File: config.mk
export PLATFORM = sky130hd
export DESIGN_NAME = edge_output_stage
export DESIGN_NICKNAME = d
export VERILOG_FILES = /design/src/rtl/edge_output_stage_pkg.sv /design/src/rtl/skid_buffer_32.sv /design/src/rtl/edge_output_stage.sv
export SDC_FILE = /design/constraint.sdc
export NUM_CORES = 1
export LEC_CHECK = 0
export BUFFER_PORTS_ARGS = -buffer_cell sky130_fd_sc_hd__clkbuf_2
export CAP_MARGIN = 20
export CORE_MARGIN = 3
export CORE_UTILIZATION = 57
export DETAILED_ROUTE_END_ITERATION = 8
export GPL_TIMING_DRIVEN = 0
export PLACE_DENSITY_LB_ADDON = 0.3
export RECOVER_POWER = 100
export SLEW_MARGIN = 20
export SYNTH_ARGS = -nofsm -noshare
export SYNTH_HDL_FRONTEND = slang
export SYNTH_HIERARCHICAL = 1
export SYNTH_SLANG_ARGS = --single-unit
File: constraint.sdc
create_clock -name clk -period 2.8 [get_ports clk]
set_input_delay 0.14 -clock clk [delete_from_list [all_inputs] [get_ports clk]]
set_output_delay 0.14 -clock clk [all_outputs]
set_load 0.05 [all_outputs]
File: src/rtl/edge_output_stage_pkg.sv
// ----------------------------------------------------------------------------
// edge_output_stage_pkg
// Shared definitions for the edge output stage: frame geometry, derived word
// counts, counter widths and FSM state encodings.
//
// Geometry comes from the build macros ADDRESSES_PER_ROW (words per row) and
// ROWS_PER_FRAME. When the build does not supply them, a small 4x3 frame is
// assumed.
//
// No ports (package).
// ----------------------------------------------------------------------------
`ifndef ADDRESSES_PER_ROW
`define ADDRESSES_PER_ROW 4
`endif
`ifndef ROWS_PER_FRAME
`define ROWS_PER_FRAME 3
`endif

package edge_output_stage_pkg;

    localparam int W           = `ADDRESSES_PER_ROW;
    localparam int R           = `ROWS_PER_FRAME;
    // One full row plus one word primes the line buffer and the latches.
    localparam int FILL_WORDS  = W + 1;
    localparam int FRAME_WORDS = R * W;

    localparam int COL_W = (W > 1) ? $clog2(W) : 1;
    localparam int ROW_W = (R > 1) ? $clog2(R) : 1;
    localparam int CNT_W = $clog2(FRAME_WORDS + 1);

    localparam logic [1:0] ST_IDLE   = 2'd0;
    localparam logic [1:0] ST_FILL   = 2'd1;
    localparam logic [1:0] ST_STREAM = 2'd2;
    localparam logic [1:0] ST_DONE   = 2'd3;

    typedef logic [7:0] lane_t;

endpackage

File: src/rtl/skid_buffer_32.sv
// ----------------------------------------------------------------------------
// skid_buffer_32
// Two-entry FIFO holding 32-bit words between the edge datapath and the
// consumer. The head entry drives dout directly, so dout stays stable until
// it is popped.
//
// Ports:
//   clk   in   rising-edge clock
//   rst   in   asynchronous active-high reset (empties the buffer, dout=0)
//   push  in   write din this cycle (ignored when full unless a pop frees room)
//   din   in   32-bit word to write
//   pop   in   remove the head word (ignored when empty)
//   dout  out  head word
//   valid out  buffer holds at least one word
//   full  out  buffer holds two words
// ----------------------------------------------------------------------------
module skid_buffer_32 (
    input  logic        clk,
    input  logic        rst,
    input  logic        push,
    input  logic [31:0] din,
    input  logic        pop,
    output logic [31:0] dout,
    output logic        valid,
    output logic        full
);

    logic [1:0]  count;
    logic [31:0] head;
    logic [31:0] tail;
    logic        do_push;
    logic        do_pop;

    assign dout    = head;
    assign valid   = (count != 2'd0);
    assign full    = (count == 2'd2);
    assign do_pop  = pop && valid;
    assign do_push = push && (!full || do_pop);

    always_ff @(posedge clk or posedge rst) begin
        if (rst) begin
            count <= 2'd0;
            head  <= 32'd0;
            tail  <= 32'd0;
        end else begin
            case ({do_push, do_pop})
                2'b10: begin
                    if (count == 2'd0) begin
                        head <= din;
                    end else begin
                        tail <= din;
                    end
                    count <= count + 2'd1;
                end
                2'b01: begin
                    head  <= tail;
                    count <= count - 2'd1;
                end
                2'b11: begin
                    // Occupancy is unchanged; the older word leaves first.
                    if (count == 2'd1) begin
                        head <= din;
                    end else begin
                        head <= tail;
                        tail <= din;
                    end
                end
                default: begin
                end
            endcase
        end
    end

endmodule

File: src/rtl/edge_output_stage.sv
// ----------------------------------------------------------------------------
// edge_output_stage
// Final stage of the edge-detection pipeline. Captures one frame per
// frame_start, discards the priming words, blanks the left/right border
// lanes, thresholds each 8-bit magnitude and queues the result in a 2-entry
// buffer toward the consumer.
//
// Build option: EDGE_BINARY_EN -- when defined, lanes at or above threshold
// output 0xFF; otherwise they keep their original magnitude.
//
// Ports:
//   clk         in   rising-edge clock
//   rst         in   asynchronous active-high reset
//   clk_en      in   a word is offered on in_data this cycle
//   in_data     in   four 8-bit magnitudes, lane 0 (bits 7:0) is leftmost
//   threshold   in   magnitude threshold, used on every accepted word
//   frame_start in   pulse arming capture of one frame (honoured in IDLE only)
//   stall       out  back-pressure; a word is accepted when clk_en && !stall
//   out_data    out  processed word
//   out_valid   out  out_data holds a word
//   out_ready   in   consumer accepts out_data this cycle
//   frame_done  out  one-cycle pulse after the last word of a frame left
// ----------------------------------------------------------------------------
module edge_output_stage
    import edge_output_stage_pkg::*;
(
    input  logic        clk,
    input  logic        rst,
    input  logic        clk_en,
    input  logic [31:0] in_data,
    input  logic [7:0]  threshold,
    input  logic        frame_start,
    output logic        stall,
    output logic [31:0] out_data,
    output logic        out_valid,
    input  logic        out_ready,
    output logic        frame_done
);

    localparam logic [COL_W-1:0] COL_LAST  = COL_W'(W - 1);
    localparam logic [ROW_W-1:0] ROW_LAST  = ROW_W'(R - 1);
    localparam logic [CNT_W-1:0] FILL_LAST = CNT_W'(FILL_WORDS - 1);
    localparam logic [CNT_W-1:0] LAST_WORD = CNT_W'(FRAME_WORDS - 1);

    logic [1:0]       state;
    logic [COL_W-1:0] col;
    logic [ROW_W-1:0] row;
    logic [CNT_W-1:0] in_cnt;

    logic        accept;
    logic        counting;
    logic        frame_last;
    logic        buf_full;
    logic        buf_valid;
    logic        pop;
    logic [31:0] word_p0;
    logic        vld_p0;

    function automatic lane_t lane_thresh(input lane_t mag, input lane_t thr);
        if (mag < thr) begin
            return 8'h00;
        end
`ifdef EDGE_BINARY_EN
        return 8'hFF;
`else
        return mag;
`endif
    endfunction

    assign stall     = buf_full || (state == ST_DONE);
    assign accept    = clk_en && !stall;
    assign counting  = accept && ((state == ST_FILL) || (state == ST_STREAM));
    assign pop       = buf_valid && out_ready;
    assign out_valid = buf_valid;

    // The word counter and the geometry counters track the same words, so
    // both land on the frame's last word together.
    assign frame_last = (in_cnt == LAST_WORD) && (row == ROW_LAST) && (col == COL_LAST);

    // ---- stage p0: blank border lanes, threshold, push into the buffer ----
    always_comb begin
        word_p0 = {lane_thresh(in_data[31:24], threshold),
                   lane_thresh(in_data[23:16], threshold),
                   lane_thresh(in_data[15:8],  threshold),
                   lane_thresh(in_data[7:0],   threshold)};
        if (col == '0) begin
            word_p0[7:0] = 8'h00;
        end
        if (col == COL_LAST) begin
            word_p0[31:24] = 8'h00;
        end
    end

    assign vld_p0 = accept && (state == ST_STREAM);

    skid_buffer_32 u_skid (
        .clk   (clk),
        .rst   (rst),
        .push  (vld_p0),
        .din   (word_p0),
        .pop   (pop),
        .dout  (out_data),
        .valid (buf_valid),
        .full  (buf_full)
    );

    // ---- control: frame FSM and position counters ----
    always_ff @(posedge clk or posedge rst) begin
        if (rst) begin
            state      <= ST_IDLE;
            col        <= '0;
            row        <= '0;
            in_cnt     <= '0;
            frame_done <= 1'b0;
        end else begin
            frame_done <= 1'b0;

            if (counting) begin
                in_cnt <= in_cnt + 1'b1;
                if (col == COL_LAST) begin
                    col <= '0;
                    row <= (row == ROW_LAST) ? '0 : row + 1'b1;
                end else begin
                    col <= col + 1'b1;
                end
            end

            case (state)
                ST_IDLE: begin
                    if (frame_start) begin
                        col    <= '0;
                        row    <= '0;
                        in_cnt <= '0;
                        state  <= ST_FILL;
                    end
                end
                ST_FILL: begin
                    if (accept && (in_cnt == FILL_LAST)) begin
                        state <= ST_STREAM;
                    end
                end
                ST_STREAM: begin
                    if (accept && frame_last) begin
                        state <= ST_DONE;
                    end
                end
                ST_DONE: begin
                    if (!buf_valid) begin
                        frame_done <= 1'b1;
                        state      <= ST_IDLE;
                    end
                end
                default: begin
                    state <= ST_IDLE;
                end
            endcase
        end
    end

endmodule

* Word level (Yosys, flattened, before mapping)
Cells that the tools add are included.
** Cells by class
- Add/sub/neg operators :: 5
- Multipliers :: 0
- Div/mod/pow operators :: 0
- Order comparisons :: 4
- Equal/unequal tests :: 19
- Shifts and indexed selects :: 0
- Multiplexer cells :: 40
- Bitwise gates (word level) :: 0
- Reductions and logical operators :: 25
** Operator list (number)
- two-way mux 32 bit :: 4
- case mux 32 bit (3 select lines) :: 1
- two-way mux 8 bit :: 10
- case mux 32 bit (2 select lines) :: 1
- < comparator 8 bit :: 4
- two-way mux 2 bit :: 13
- == test 2 bit, second input constant :: 7
- two-way mux 4 bit :: 3
- logical AND 1 bit :: 10
- inequality test 2 bit, second input constant :: 4
- case mux 2 bit (4 select lines) :: 1
- adder 2 x 1 -> 2 bit, second input constant :: 3
- == test 2 x 1 -> 1 bit, second input constant :: 3
- zero test 2 bit :: 3
- two-way mux 1 bit :: 6
- inequality test 2 x 1 -> 1 bit, second input constant :: 3
- nonzero test 2 bit :: 3
- adder 4 x 1 -> 4 bit, second input constant :: 1
- == test 4 x 3 -> 1 bit, second input constant :: 1
- == test 4 bit, second input constant :: 1
- case mux 2 bit (2 select lines) :: 1
- AND reduction 4 bit :: 1
- logical OR 1 bit :: 3
- AND reduction 3 bit :: 1
- other kinds (4) :: 5
** Storage, ports and cells
- Register bits after elaboration :: 77
- Latch bits :: 0
- RAM bits :: 0
- Bits in read-only memories :: 0
- Output and inout bits :: 35
- Logic and storage cells :: 101
- Memories kept :: 0

* Longest topological paths before layout
- Depth in word-level cells :: 9
- Mapped depth :: 9
- Mapped depth without buffers :: 7

* Hierarchy
Netlist, hierarchy kept.
** Modules (own cells, without submodules)
- skid_buffer_32 :: times used 1, cells each 202, area an instance 2917.8 µm², sequential area each 1651.6 µm²
- edge_output_stage :: times used 1, cells each 248, area an instance 1776.7 µm², sequential area each 275.3 µm²

* Worst setup path before layout
OpenSTA, ideal clock, no wires.
- Path type :: register to register
- From :: register u_skid.count[0]
- To :: register u_skid.tail[0]
- Setup time :: 125 ps
- Arrival :: 2139 ps
- Data required time :: 2675 ps
- Path slack :: 536 ps
- Stages on the path, launching flop included :: 9
- Buffers on the path :: 1
- Clock period less this slack :: 2264 ps
- Path through :: dfrtp_1 -> inv_1 -> ha_1 -> inv_1 -> and2_1 -> nand2_1 -> o2111ai_4 -> buf_6 -> mux2_4
** On the way
- Elaborated cells on any way between the ends :: 20
- Those cells by class :: eq/ne: 6; mux: 1; reduce/logical: 13
** RTL lines
- from (decl) :: RTL line skid_buffer_32.sv:28 : logic [1:0] count;
- from (signal assigned) :: RTL line skid_buffer_32.sv:53 : count <= count + 2'd1;
- from (signal assigned) :: RTL line skid_buffer_32.sv:57 : count <= count - 2'd1;
- nonzero test 2 bit * :: RTL line skid_buffer_32.sv:35 : assign valid = (count != 2'd0);
- via out_valid :: RTL line edge_output_stage.sv:35 : output logic out_valid,
- logical AND 1 bit * :: RTL line edge_output_stage.sv:73 : assign pop = buf_valid && out_ready;
- via pop :: RTL line edge_output_stage.sv:55 : logic pop;
- logical AND 1 bit * :: RTL line skid_buffer_32.sv:37 : assign do_pop = pop && valid;
- logical OR 1 bit :: RTL line skid_buffer_32.sv:38 : assign do_push = push && (!full || do_pop);
- logical AND 1 bit :: RTL line skid_buffer_32.sv:38
- == test 2 bit :: RTL line skid_buffer_32.sv:46 : case ({do_push, do_pop})
- inequality test 2 bit (no source line) / nonzero test 2 bit (equally long branches)
- AND reduction 3 bit (no source line)
- to (signal assigned) :: RTL line skid_buffer_32.sv:51 : tail <= din;
- to (signal assigned) :: RTL line skid_buffer_32.sv:65 : tail <= din;
- to (decl) :: RTL line skid_buffer_32.sv:30 : logic [31:0] tail;
The timed path passes the listed nets; every way through them passes the cells marked *.
A chain may end at the register's enable or synchronous reset.

* Final worst setup path
- From :: register state[1]
- To :: register u_skid.tail[3]
** On the way
- Longest elaborated chain between the ends :: 9
- Elaborated cells on any way between the ends :: 14
- Those cells by class :: eq/ne: 6; mux: 1; reduce/logical: 7
** RTL lines
- from (decl) :: RTL line edge_output_stage.sv:45 : logic [1:0] state;
- from (signal assigned) :: RTL line edge_output_stage.sv:110 : state <= ST_IDLE;
- from (signal assigned) :: RTL line edge_output_stage.sv:134 : state <= ST_FILL;
- from (signal assigned) :: RTL line edge_output_stage.sv:139 : state <= ST_STREAM;
- == test 2 bit :: RTL line edge_output_stage.sv:70 : assign stall = buf_full || (state == ST_DONE);
- logical OR 1 bit :: RTL line edge_output_stage.sv:70
- zero test 1 bit :: RTL line edge_output_stage.sv:71 : assign accept = clk_en && !stall;
- logical AND 1 bit :: RTL line edge_output_stage.sv:71
- logical AND 1 bit * :: RTL line edge_output_stage.sv:94 : assign vld_p0 = accept && (state == ST_STREAM);
- via vld_p0 :: RTL line edge_output_stage.sv:57 : logic vld_p0;
- logical AND 1 bit * :: RTL line skid_buffer_32.sv:38
- == test 2 bit :: RTL line skid_buffer_32.sv:46
- inequality test 2 bit (no source line) / nonzero test 2 bit (equally long branches)
- AND reduction 3 bit (no source line)
Marks and branches as above.

==> reports/results.tsv <==
metric	value	unit
DR WL/cell	18.04	um
vias in the first global route	4090	
total leakage power	2.684	nW
antenna viol nets, final	0	
most frequent cells in the layout	77 x dfrtp_1, 48 x clkbuf_1, 47 x nand2_1, 44 x clkbuf_2, 40 x ha_1	
distinct cell type count after synthesis	44	
Post-CTS Setup Bufs	0	
DR vias	3960	
CP cell instances	ha_1, or3b_1, nor2_1, buf_4, o2111ai_1, buf_6, mux2_1	
share of layout cells above drive strength 1	14.65	%
clk_lat worst skew	0.35	ns
Fmax	388.0	MHz
#FFs+latches synth	77	
GRT overflow	0	
DIE WIDTH	96.75	um
Final TNS setup	0	ns
dpl hpwl	8.262	mm
Placed Instances	632	
commonest non-fill, non-tap cell in the layout	dfrtp_1	
peak fanout along the critical path	10	
Req. time, crit path	3.04	ns
Worst path max stage delay	0.45	ns
Placed Area	5240	um^2
FFs w/ async S/R, synth	100.0	%
critical path type	register to register	
clk_skew	0.01011	ns
Max clock buf depth	2	
CTS resizes	0	
CP Capture Type	register	
nets	627	
DRC	0	
# IOs	80	
diode count	0	
GRT busiest layer	met2	
ratio of final minimum period to clock period	92.04	%
RSZ-0062 raised after global routing	no	
Tmin final	2.577	ns
die area	9361	um^2
worst slew pin tran	1.100	ns
Synth Net Count	535	
Main synth FF type	dfrtp_1	
Worst slew margin	26.69	%
Setup-failing EPs final	0	
clock sink count	77	
WP buf/inv	2	
Peak VDD IR	0.0005215	V
Pwr Density	1045	nW/um^2
initial antenna violation count	0	
EDFF count, synth	0	
global-route wire length before repair	19.65	mm
total core area	7848	um^2
sequential fraction of the synthesis area	41.04	%
Root Buffer	clkbuf_8	
Worst-path clk slew	0.08	ns
initial core utilization	59.82	%
Core Util, Final	67.62	%
Worst setup SP type	register	
area grow syn2layout	13.03	%
Initial DRC Count	215	
Fin. Hold Viols	0	
mapped cell area	4695	um^2
Synth Area per Inst	10.43	um^2
Overall Global Routing Usage	25.48	%
die height	96.75	um
Layout fillers	653	
CTS tree	yes	
Hold Crit Class	input port to register	
Max Cap Viol	0	
met1 usage	34.33	%
setup slack, reg-to-reg	0.22	ns
Slew Limit Fails	0	
vias per cell	6.111	
Num CTS Buffers	9	
router iterations before antenna repair	5	
Syn. warnings	6	
H-Tree Depth	3	
num rows	32	
port bufs	79	
grt met3 use	6.056	%
GP Congestion	0.8720	
final instance area	5306	um^2
largest net degree at the start of global routing	46	
critical path data arrival time	2.81	ns
family with the most delay on the worst path	simple AND/OR/NAND/NOR gates	
status	completed	
post-route insts no fill	648	
M2 GR Usage	41.14	%
cell count after synthesis	450	
Power Total	5.545	mW
Routed WL	11.69	mm
critical path's slowest cell	or3b_1	
## metal layers
layer	vias up	part of all wire (%)
li1	1830	-
met1	1948	44
met2	161	47
met3	21	7.0
met4	0	1.6
met5	-	0
## worst register-to-register path, delay by kind of cell, from the launching register on
kind	cells	cell delay (ns)
and+or+nand+nor	2	0.59
buffers and inverters	2	0.49
DFF	1	0.42
AOI/OAI and AO/OA	1	0.36
muxes	1	0.33
adders and majority gates	1	0.26
## through the flow
| stage | setup WS, ns | hold WS (ns) |
|---|---|---|
| 2_1_floorplan | 0.5355 | -0.007562 |
| 3_3_place_gp | 0.2273 | 0.1469 |
| 3_5_place_dp | 0.3692 | 0.1139 |
| 4_1_cts | 0.3195 | 0.1835 |
| 5_1_grt | 0.1483 | 0.2276 |
| 6_report | 0.2229 | 0.1804 |
## cell usage after synthesis, drive strengths merged (2+ instances only)
cell / count / share of area, %
and3: 34 / 4.5
ha: 40 / 11
nand3: 22 / 2.3
xor2: 2 / 0.37
buf: 12 / 2.1
nand3b: 9 / 1.7
nor2: 14 / 1.1
nand2b: 9 / 1.3
dfrtp: 77 / 41
a21oi: 19 / 2.1
clkbuf: 10 / 0.80
inv: 22 / 1.8
nand4: 3 / 0.40
xnor2: 2 / 0.37
a221o: 34 / 7.2
mux2: 33 / 9.6
and2: 2 / 0.27
nor2b: 3 / 0.40
nand2: 47 / 3.8
nand4b: 4 / 0.75
o21a: 4 / 0.64
o21ai: 35 / 3.8
a21o: 2 / 0.32
## final cells by class
class	count	area [um^2]	share of cell area, %
Buffer	22	135.1	2.547
Clock buffer	11	141.4	2.664
Clock inverter	4	72.57	1.368
Inverter	22	83.83	1.580
Multi-Input combinational cell	329	2454	46.24
Sequential cell	77	1927	36.31
Tap cell	102	127.6	2.405
Timing Repair Buffer	81	365.4	6.885
## worst paths after layout
check | from | cells after the start | to
setup reg to reg | state[1]$_DFFE_PP0P_ | 7 | u_skid/tail[3]$_DFFE_PP0P_
setup / recovery | state[1]$_DFFE_PP0P_ | 7 | u_skid/tail[3]$_DFFE_PP0P_
max in group asynchronous | rst | 4 | u_skid/dout[16]$_DFFE_PP0P_
min in group asynchronous | rst | 3 | in_cnt[1]$_DFF_PP0_
hold / removal | in_data[20] | 4 | u_skid/tail[20]$_DFFE_PP0P_
hold reg to reg | u_skid/tail[20]$_DFFE_PP0P_ | 1 | u_skid/tail[20]$_DFFE_PP0P_
## where the power goes
part	switching (mW)	internal [mW]
clock network	0.427	0.521
registers	0.275	1.58
logic	1.82	0.916
total	2.53	3.02
## what timing repair did
item,in CTS,in global routing
hold buffers,1,0
endpoints found under the setup margin,0,0
endpoints found under the hold margin,32,0
## registers in the layout, indices dropped and copies added, names as in the netlist
name          cells
col               2
frame_done        1
in_cnt            4
row               2
state             2
u_skid/count      2
u_skid/dout      32
u_skid/tail      32
## cell families (layout without fill, tap and decap cells)
group | Yosys count | count (layout) | share of synthesized area [%]
AOI/OAI and AO/OA | 100 | 100 | 15.78
muxes | 34 | 34 | 9.808
DFF | 77 | 77 | 41.04
adders and majority gates | 40 | 40 | 10.66
buffers and inverters | 44 | 140 | 4.664
and+or+nand+nor | 151 | 151 | 17.30
xor gates and xnor gates | 4 | 4 | 0.7464
Note: power is estimated with default switching activity, not from simulation.
